## config.mk

```make
export PLATFORM = sky130hd
export DESIGN_NAME = spi_master_arbiter
export DESIGN_NICKNAME = d
export VERILOG_FILES = /design/src/rtl/spi_master_arbiter.sv
export SDC_FILE = /design/constraint.sdc
export NUM_CORES = 1
export LEC_CHECK = 0
export BUFFER_PORTS_ARGS = -buffer_cell sky130_fd_sc_hd__buf_2
export CELL_PAD_IN_SITES_DETAIL_PLACEMENT = 0
export CELL_PAD_IN_SITES_GLOBAL_PLACEMENT = 1
export CORE_MARGIN = 8
export CORE_UTILIZATION = 33
export CTS_CLUSTER_DIAMETER = 40
export DETAILED_ROUTE_END_ITERATION = 16
export GPL_ROUTABILITY_DRIVEN = 0
export MAX_ROUTING_LAYER = met4
export PLACE_DENSITY = 0.8
export REMOVE_ABC_BUFFERS = 1
export SYNTH_ARGS = -nofsm -noshare
export SYNTH_HDL_FRONTEND = slang
export SYNTH_SLANG_ARGS = --single-unit
export TNS_END_PERCENT = 100
```

## constraint.sdc

```tcl
create_clock -name clk -period 1.5 [get_ports clk]
set_input_delay 0.225 -clock clk [delete_from_list [all_inputs] [get_ports clk]]
set_output_delay 0.225 -clock clk [all_outputs]
set_load 0.01 [all_outputs]
```

## src/rtl/spi_master_arbiter.sv

```systemverilog
// spi_master_arbiter
//   Round-robin arbiter and transaction sequencer that shares one spi_master
//   between NUM_REQ local requesters. A granted request produces a one-cycle
//   strobe (spi_cs low with spi_wr or spi_rd). The transfer is then timed with
//   a down-counter, because spi_master gives no completion flag. At the end
//   spi_out_data is captured and returned to the owner with a done pulse.
//
// Ports
//   clk, rst      system clock (rising edge), asynchronous active-high reset
//   req           per-requester request level
//   req_rd        per-requester op select: 1 = read, 0 = write
//   req_data      flattened write data, requester i at [i*DATA_W +: DATA_W]
//   gnt           one-hot, one-cycle pulse when a request is accepted
//   done          one-hot, one-cycle pulse when rsp_data is valid for the owner
//   rsp_data      last captured spi_out_data
//   busy          high in every state except IDLE
//   spi_in_data   write data to spi_master
//   spi_wr        write strobe to spi_master
//   spi_rd        read strobe to spi_master
//   spi_cs        chip select to spi_master, active low
//   spi_out_data  read data from spi_master
//
// State     | meaning
// ----------+------------------------------------------------------------
// S_IDLE    | waiting; round-robin pick among raised req bits
// S_ISSUE   | one strobe cycle: spi_cs low, spi_wr/spi_rd high, gnt pulse
// S_WAIT    | XFER_CYCLES cycles while spi_master shifts the byte
// S_CAPTURE | sample spi_out_data, advance the round-robin pointer
// S_GAP     | GAP_CYCLES idle cycles with spi_cs high before the next pick
//
// All outputs are registered. Their next values are derived from the state
// being entered, so each output lines up with the state it belongs to.

module spi_master_arbiter #(
    parameter int NUM_REQ     = 4,
    parameter int DATA_W      = 8,
    parameter int XFER_CYCLES = 18,
    parameter int GAP_CYCLES  = 2
) (
    input  logic                      clk,
    input  logic                      rst,
    input  logic [NUM_REQ-1:0]        req,
    input  logic [NUM_REQ-1:0]        req_rd,
    input  logic [NUM_REQ*DATA_W-1:0] req_data,
    output logic [NUM_REQ-1:0]        gnt,
    output logic [NUM_REQ-1:0]        done,
    output logic [DATA_W-1:0]         rsp_data,
    output logic                      busy,
    output logic [DATA_W-1:0]         spi_in_data,
    output logic                      spi_wr,
    output logic                      spi_rd,
    output logic                      spi_cs,
    input  logic [DATA_W-1:0]         spi_out_data
);

    localparam int IW      = $clog2(NUM_REQ);
    localparam int CNT_MAX = (XFER_CYCLES > GAP_CYCLES) ? XFER_CYCLES : GAP_CYCLES;
    localparam int CW      = $clog2(CNT_MAX + 1);

    localparam logic [IW-1:0]      LAST_IDX  = IW'(NUM_REQ - 1);
    localparam logic [IW:0]        NUM_WIDE  = (IW+1)'(NUM_REQ);
    localparam logic [NUM_REQ-1:0] ONE_HOT0  = NUM_REQ'(1);
    localparam logic [CW-1:0]      XFER_LOAD = CW'(XFER_CYCLES);
    localparam logic [CW-1:0]      GAP_LOAD  = CW'(GAP_CYCLES);
    localparam logic [CW-1:0]      CNT_ONE   = CW'(1);

    typedef enum logic [2:0] {
        S_IDLE,
        S_ISSUE,
        S_WAIT,
        S_CAPTURE,
        S_GAP
    } state_t;

    state_t              state_q, state_d;
    logic [IW-1:0]       ptr_q, ptr_d;
    logic [IW-1:0]       win_q, win_d;
    logic [CW-1:0]       cnt_q, cnt_d;
    logic [NUM_REQ-1:0]  gnt_q, gnt_d;
    logic [NUM_REQ-1:0]  done_q, done_d;
    logic [DATA_W-1:0]   rsp_data_q, rsp_data_d;
    logic                busy_q, busy_d;
    logic [DATA_W-1:0]   spi_in_data_q, spi_in_data_d;
    logic                spi_wr_q, spi_wr_d;
    logic                spi_rd_q, spi_rd_d;
    logic                spi_cs_q, spi_cs_d;

    logic [DATA_W-1:0]   data_arr [NUM_REQ];
    logic [IW:0]         cand;
    logic [IW-1:0]       sel_idx;
    logic                sel_vld;

    for (genvar g = 0; g < NUM_REQ; g++) begin : g_unpack
        assign data_arr[g] = req_data[g*DATA_W +: DATA_W];
    end

    // Round-robin search: first raised req at or above ptr, wrapping. The
    // candidate index is kept one bit wider so ptr + k never overflows before
    // the wrap subtraction.
    always_comb begin
        sel_idx = '0;
        sel_vld = 1'b0;
        cand    = '0;
        for (int k = 0; k < NUM_REQ; k++) begin
            cand = {1'b0, ptr_q} + (IW+1)'(k);
            if (cand >= NUM_WIDE) begin
                cand = cand - NUM_WIDE;
            end
            if (!sel_vld && req[cand[IW-1:0]]) begin
                sel_vld = 1'b1;
                sel_idx = cand[IW-1:0];
            end
        end
    end

    always_comb begin
        state_d       = state_q;
        ptr_d         = ptr_q;
        win_d         = win_q;
        cnt_d         = cnt_q;
        gnt_d         = '0;
        done_d        = '0;
        rsp_data_d    = rsp_data_q;
        spi_in_data_d = spi_in_data_q;
        spi_wr_d      = 1'b0;
        spi_rd_d      = 1'b0;
        spi_cs_d      = 1'b1;

        case (state_q)
            S_IDLE: begin
                if (sel_vld) begin
                    state_d       = S_ISSUE;
                    win_d         = sel_idx;
                    gnt_d         = ONE_HOT0 << sel_idx;
                    spi_in_data_d = data_arr[sel_idx];
                    spi_cs_d      = 1'b0;
                    spi_wr_d      = ~req_rd[sel_idx];
                    spi_rd_d      = req_rd[sel_idx];
                end
            end
            S_ISSUE: begin
                state_d = S_WAIT;
                cnt_d   = XFER_LOAD;
            end
            S_WAIT: begin
                cnt_d = cnt_q - CNT_ONE;
                if (cnt_q <= CNT_ONE) begin
                    state_d = S_CAPTURE;
                end
            end
            S_CAPTURE: begin
                rsp_data_d = spi_out_data;
                done_d     = ONE_HOT0 << win_q;
                ptr_d      = (win_q == LAST_IDX) ? '0 : win_q + IW'(1);
                if (GAP_CYCLES == 0) begin
                    state_d = S_IDLE;
                end else begin
                    state_d = S_GAP;
                    cnt_d   = GAP_LOAD;
                end
            end
            S_GAP: begin
                cnt_d = cnt_q - CNT_ONE;
                if (cnt_q <= CNT_ONE) begin
                    state_d = S_IDLE;
                end
            end
            default: begin
                state_d = S_IDLE;
            end
        endcase

        busy_d = (state_d != S_IDLE);
    end

    always_ff @(posedge clk or posedge rst) begin
        if (rst) begin
            state_q       <= S_IDLE;
            ptr_q         <= '0;
            win_q         <= '0;
            cnt_q         <= '0;
            gnt_q         <= '0;
            done_q        <= '0;
            rsp_data_q    <= '0;
            busy_q        <= 1'b0;
            spi_in_data_q <= '0;
            spi_wr_q      <= 1'b0;
            spi_rd_q      <= 1'b0;
            spi_cs_q      <= 1'b1;
        end else begin
            state_q       <= state_d;
            ptr_q         <= ptr_d;
            win_q         <= win_d;
            cnt_q         <= cnt_d;
            gnt_q         <= gnt_d;
            done_q        <= done_d;
            rsp_data_q    <= rsp_data_d;
            busy_q        <= busy_d;
            spi_in_data_q <= spi_in_data_d;
            spi_wr_q      <= spi_wr_d;
            spi_rd_q      <= spi_rd_d;
            spi_cs_q      <= spi_cs_d;
        end
    end

    assign gnt         = gnt_q;
    assign done        = done_q;
    assign rsp_data    = rsp_data_q;
    assign busy        = busy_q;
    assign spi_in_data = spi_in_data_q;
    assign spi_wr      = spi_wr_q;
    assign spi_rd      = spi_rd_q;
    assign spi_cs      = spi_cs_q;

endmodule

```

# After elaboration in Yosys (flattened, before gate mapping)
# Index checks and enable logic that the tools add are counted.
# op_classes
add_sub_neg,9
n_eq_ne,5
n_bitwise,2
muxes,40
n_reduce_logical,11
n_lt_le_gt_ge,11
shift,2
# ops
op,n
2-to-1 mux 2 bit,9
binary-select mux 8 bit (select 2 bit),1
2-to-1 mux 8 bit,2
< comparator 2 x 3 -> 1 bit (second input constant),5
2-to-1 mux 1 bit,15
one-hot mux 3 bit (5 select lines),1
one-hot mux 5 bit (3 select lines),1
greater-or-equal comparator 3 bit (second input constant),4
2-to-1 mux 4 bit,3
binary-select mux 1 bit (select 2 bit),5
2-to-1 mux 3 bit,3
<< shifter 1 x 2 -> 4 bit (first input constant),2
subtractor 2 x 1 -> 2 bit (second input constant),4
adder 2 x 2 -> 3 bit (second input constant),2
equality test 3 x 2 -> 1 bit (second input constant),2
nonzero test 3 bit,2
<= comparator 5 x 1 -> 1 bit (second input constant),1
subtractor 5 x 1 -> 5 bit (second input constant),1
adder 2 x 1 -> 3 bit (second input constant),1
equality test 3 x 1 -> 1 bit (second input constant),1
equality test 3 bit (second input constant),1
greater-or-equal comparator 2 x 3 -> 1 bit (second input constant),1
logical AND 1 bit,3
logical NOT 1 bit,3
7 further kinds,7
# word_totals
elab_cells,92
inputBits,50
out_inout_bits,28
reg_bits,40

# Logic depth before layout (Yosys ltp)
# logic_depth
depth_word,19
mapped_depth,6
ltp_nobuf,6

# Least setup slack after synthesis
# No wires, ideal clock.
# synth_timing
path_kind,reg2reg
start,reg ptr_q[1]
end,"reg spi_in_data_q[0], in the netlist spi_in_data[0]"
stages_incl_launch_ff,7
arrival_time_ps,1430
path_slack_ps,-61
setup_time_ps,132
path_buffers,1
cell_sequence,dfrtp_1 -> and2_4 -> o211a_4 -> nor2_8 -> buf_8 -> mux2i_1 -> o221ai_2
# synth_via
elab_chain_len,18
# synth_lines
item,line,rtl
"start, declared",76,"logic [IW-1:0] ptr_q, ptr_d;"
"start signal, assigned",192,ptr_q <= ptr_d;
"parallel branches: the longest is 18 deep, another holds adder 2 x 1 -> 3 bit",--,
"end signal, assigned",199,spi_in_data_q <= spi_in_data_d;
"end, declared",83,"logic [DATA_W-1:0] spi_in_data_q, spi_in_data_d;"
# Parallel ways; which one is timed is not known. The select of a mux whose other input is x is not followed.
# A chain may end at the register's enable or synchronous reset.

# Worst setup path in the final report
# layout_timing
start,reg ptr_q[1]
end,"reg spi_in_data_q[7], in the netlist spi_in_data[7]"
# The elaborated chain is that of the path after synthesis.

==> key figures <==
Cells and area
  • Area occupied by multi-input gates: 1070 um^2
  • Ratio of cells with drive above 1 in the final layout: 0.532
  • Commonest non-fill, non-tap cell in the layout: buf_2
  • Top library cells by usage in the layout, fill and taps aside: buf_2 (77), dfrtp_1 (38), buf_4 (22)
  • Final net count: 352
  • Area of all sequential standard cells: 1000 um^2
  • FILL cells: 606
  • Antenna cell count: 0
  • Layout Area Growth over Synthesis: 41.8%
  • Non-Filler Instances: 374

STA
  • Period minus WS final: 1.56 ns
  • Pin slew with the least headroom to its limit: 0.372 ns
  • Total Neg Setup Slack: -0.378 ns
  • Achievable clock frequency: 640 MHz
  • Final hold violation count: 0
  • Max-slew violation count: 0
  • Tcrit/Tclk final: 1.04
  • Clk_skew: 0.00605 ns
  • Count of final setup violators: 8
  • Unrepaired setup endpoints after global routing: yes
  • Max-slew headroom at the worst pin: 0.751
  • Worst Setup Slack, final: -0.0632 ns

Yosys
  • Combined area of all synthesized cells: 2110 um^2
  • Count of cell types in the netlist: 44
  • Yosys reg bits: 40
  • Synthesized instance count: 191
  • Ys Warns: 0
  • Share of the yosys chip area belonging to registers: 0.475
  • Mean area per synthesized cell: 11.0 um^2

CTS
  • TritonCTS buffer count: 5
  • TritonCTS clock tree: yes
  • Insertion delay of the later-clocked pin in the worst-skew pair: 0.30 ns
  • Buffer levels on the longest clock path: 2
  • Clock Sink Count: 40
  • Clock slew seen by the registers of the worst setup and hold paths: 0.08 ns
  • Clock tree root buffer cell: clkbuf_8
  • Count of H-tree levels built during CTS: 2

Die
  • Die Outline Area: 9200 um^2
  • Initial Utilization: 0.336
  • Die width: 95.9 um
  • Ports placed on the boundary: 78
  • Core box area: 6280 um^2
  • Die Ht: 95.9 um
  • Row Count: 29

Global routing
  • First-pass GRT wire length: 9160 um
  • Number of global-route vias before repair: 2037
  • Sum of overflow across all layers after global routing: 0
  • Pin count of the biggest net entering global routing: 41
  • Global Route Usage Sum: 0.129
  • Antenna violations before repair: 0

Setup path
  • Nature of the critical path startpoint: flop
  • Cell breakdown of the critical path: and2_4 > o211a_4 > nor2_8 > buf_12 > mux2i_2 > o221ai_2
  • Data arrival time of the worst path: 1.75 ns
  • Cell with the largest stage delay on the worst path: dfrtp_1
  • Peak per-stage delay on the critical path: 0.40 ns
  • Buffering stage count on the worst path with inverters included: 1
  • Crit Path Max Fanout: 8
  • Category of the most critical setup path: reg2reg
  • Crit end category: flop
  • Cell family contributing the most delay on the critical path: flip-flops
  • Required time of the worst setup path: 1.68 ns

Routing
  • Post-detailed-route wirelength per cell: 14.1 um
  • DRC violation total after the first TritonRoute iteration: 51
  • Count of TritonRoute iterations in the first routing pass: 4
  • Total number of vias: 1800
  • Total wirelength of the detailed-routed design: 5270 um
  • Drt drc: 0
  • Per-cell via count in the routed design: 4.81
  • Post-detailed-route count of antenna-violating nets: 0

Run status
  • Violations in the final reports: negative setup slack
  • Result of the run: finished, violations left

Pwr
  • Cell leakage power: 0.00147 uW
  • Peak VDD IR: 0.806 mV
  • Power density of the placed cells: 1900 nW/um^2

Place
  • Post-detailed-placement half-perimeter wirelength: 3940 um
  • Worst slack at placement: -0.129 ns
  • Placed instance count: 363
  • Port-buffer cells: 77

Job
  • Max cap viols: 0

Hold path
  • Hold crit path type: in2reg
-- state kept, by name (all words and copies together) (netlist names) --
register / count
rsp_data: 8
done: 4
state_q: 3
win_q: 2
spi_cs: 1
spi_in_data: 8
spi_rd: 1
cnt_q: 5
ptr_q: 2
gnt: 4
busy: 1
spi_wr: 1
-- metrics by stage --
| stage | util | area (um^2) | total power (uW) | hold slack, ns |
|---|---|---|---|---|
| CTS | 0.470 | 2950 | 5710 | 0.137 |
| finish | 0.476 | 2990 | 5690 | 0.152 |
| global placement | 0.441 | 2770 | 4730 | 0.295 |
| global route | 0.476 | 2990 | 6200 | 0.145 |
| floorplan | - | 2040 | 3480 | 0.376 |
| detailed placement | 0.441 | 2770 | 4780 | 0.300 |
-- Yosys cell counts, drive strengths merged --
cell type  number  share of area
a2111oi         1         0.0042
a211oi          1         0.0059
a21oi           7          0.017
a22o            1         0.0042
a311o           1         0.0047
a311oi          1         0.0042
and2            2         0.0071
and3b           1         0.0042
buf             7          0.031
clkbuf          2         0.0036
dfrtp          39           0.46
dfstp           1          0.012
ha              6          0.036
inv            12          0.021
mux2            9          0.048
mux2i          18          0.085
nand2          19          0.035
nand2b          3         0.0089
nand3           6          0.014
nand3b          1         0.0036
nor2           17          0.038
nor2b           1         0.0030
nor3            4          0.012
o211a           2          0.013
o211ai          1         0.0036
o21ai          12          0.028
o21ba           1         0.0047
o21bai          1         0.0036
o221ai          8          0.057
o31ai           2         0.0071
or2             1         0.0030
or4             1         0.0053
xnor2           1         0.0042
xor2            1         0.0042
-- area by class of cell --
class / count / share of cell area
multi-input combinational: 130 / 0.357
tap: 77 / 0.0322
inverter: 12 / 0.0151
clock inverter: 2 / 0.00419
timing repair buffer: 107 / 0.231
sequential: 40 / 0.336
clock buffer: 6 / 0.0243
-- timing repair --
item | CTS | global route
setup buffers | 2 | 0
hold buffers | 1 | 0
setup endpoints to repair | 11 | 17
gates resized for setup | 12 | 12
pin swaps | 10 | 4
hold endpoints to repair | 39 | 0
gates cloned | 1 | 0
-- worst paths after layout --
check	cells after the start	startpoint	to	slack (ns)
setup / recovery	6	ptr_q[1]$_DFFE_PP0P_	spi_in_data[7]$_DFFE_PP0P_	-0.06
hold / removal	2	spi_out_data[3]	rsp_data[3]$_DFFE_PP0P_	0.15
setup reg to reg	6	ptr_q[1]$_DFFE_PP0P_	spi_in_data[7]$_DFFE_PP0P_	-0.06
hold reg to reg	2	spi_in_data[4]$_DFFE_PP0P_	spi_in_data[4]$_DFFE_PP0P_	0.50
max in group asynchronous	4	rst	spi_cs$_DFF_PP1_	0.72
min in group asynchronous	4	rst	rsp_data[6]$_DFFE_PP0P_	0.52
-- layer usage --
| layer | track usage | wire length (um) | vias up |
|---|---|---|---|
| li1 | - | - | 885 |
| met1 | 0.157 | 2380 | 843 |
| met2 | 0.207 | 2510 | 65 |
| met3 | 0.0328 | 321 | 7 |
| met4 | 0.0384 | 63 | 0 |
| met5 | - | 0 | - |
-- where the power goes --
| part | total (uW) | switching (uW) | internal, uW | leakage (uW) |
|---|---|---|---|---|
| logic | 3180 | 1540 | 1640 | 0.000937 |
| registers | 1800 | 259 | 1540 | 0.000495 |
| clock network | 711 | 386 | 325 | 0.0000412 |
-- worst reg2reg max path, stage by stage, from the launching register on --
cell and delay [ns]:
dfrtp_1 0.40, and2_4 0.15, o211a_4 0.25, nor2_8 0.14
buf_12 0.16, mux2i_2 0.23, o221ai_2 0.12
-- logic make-up after synthesis --
kind of cell | Yosys count | share of synthesized area
buffers and inverters | 21 | 0.0558
adders and majority gates | 6 | 0.0356
xor gates and xnor gates | 2 | 0.00831
AOI/OAI and AO/OA | 39 | 0.157
and+or+nand+nor | 56 | 0.134
muxes | 27 | 0.134
DFF | 40 | 0.475
(Power assumes the default switching activity.)
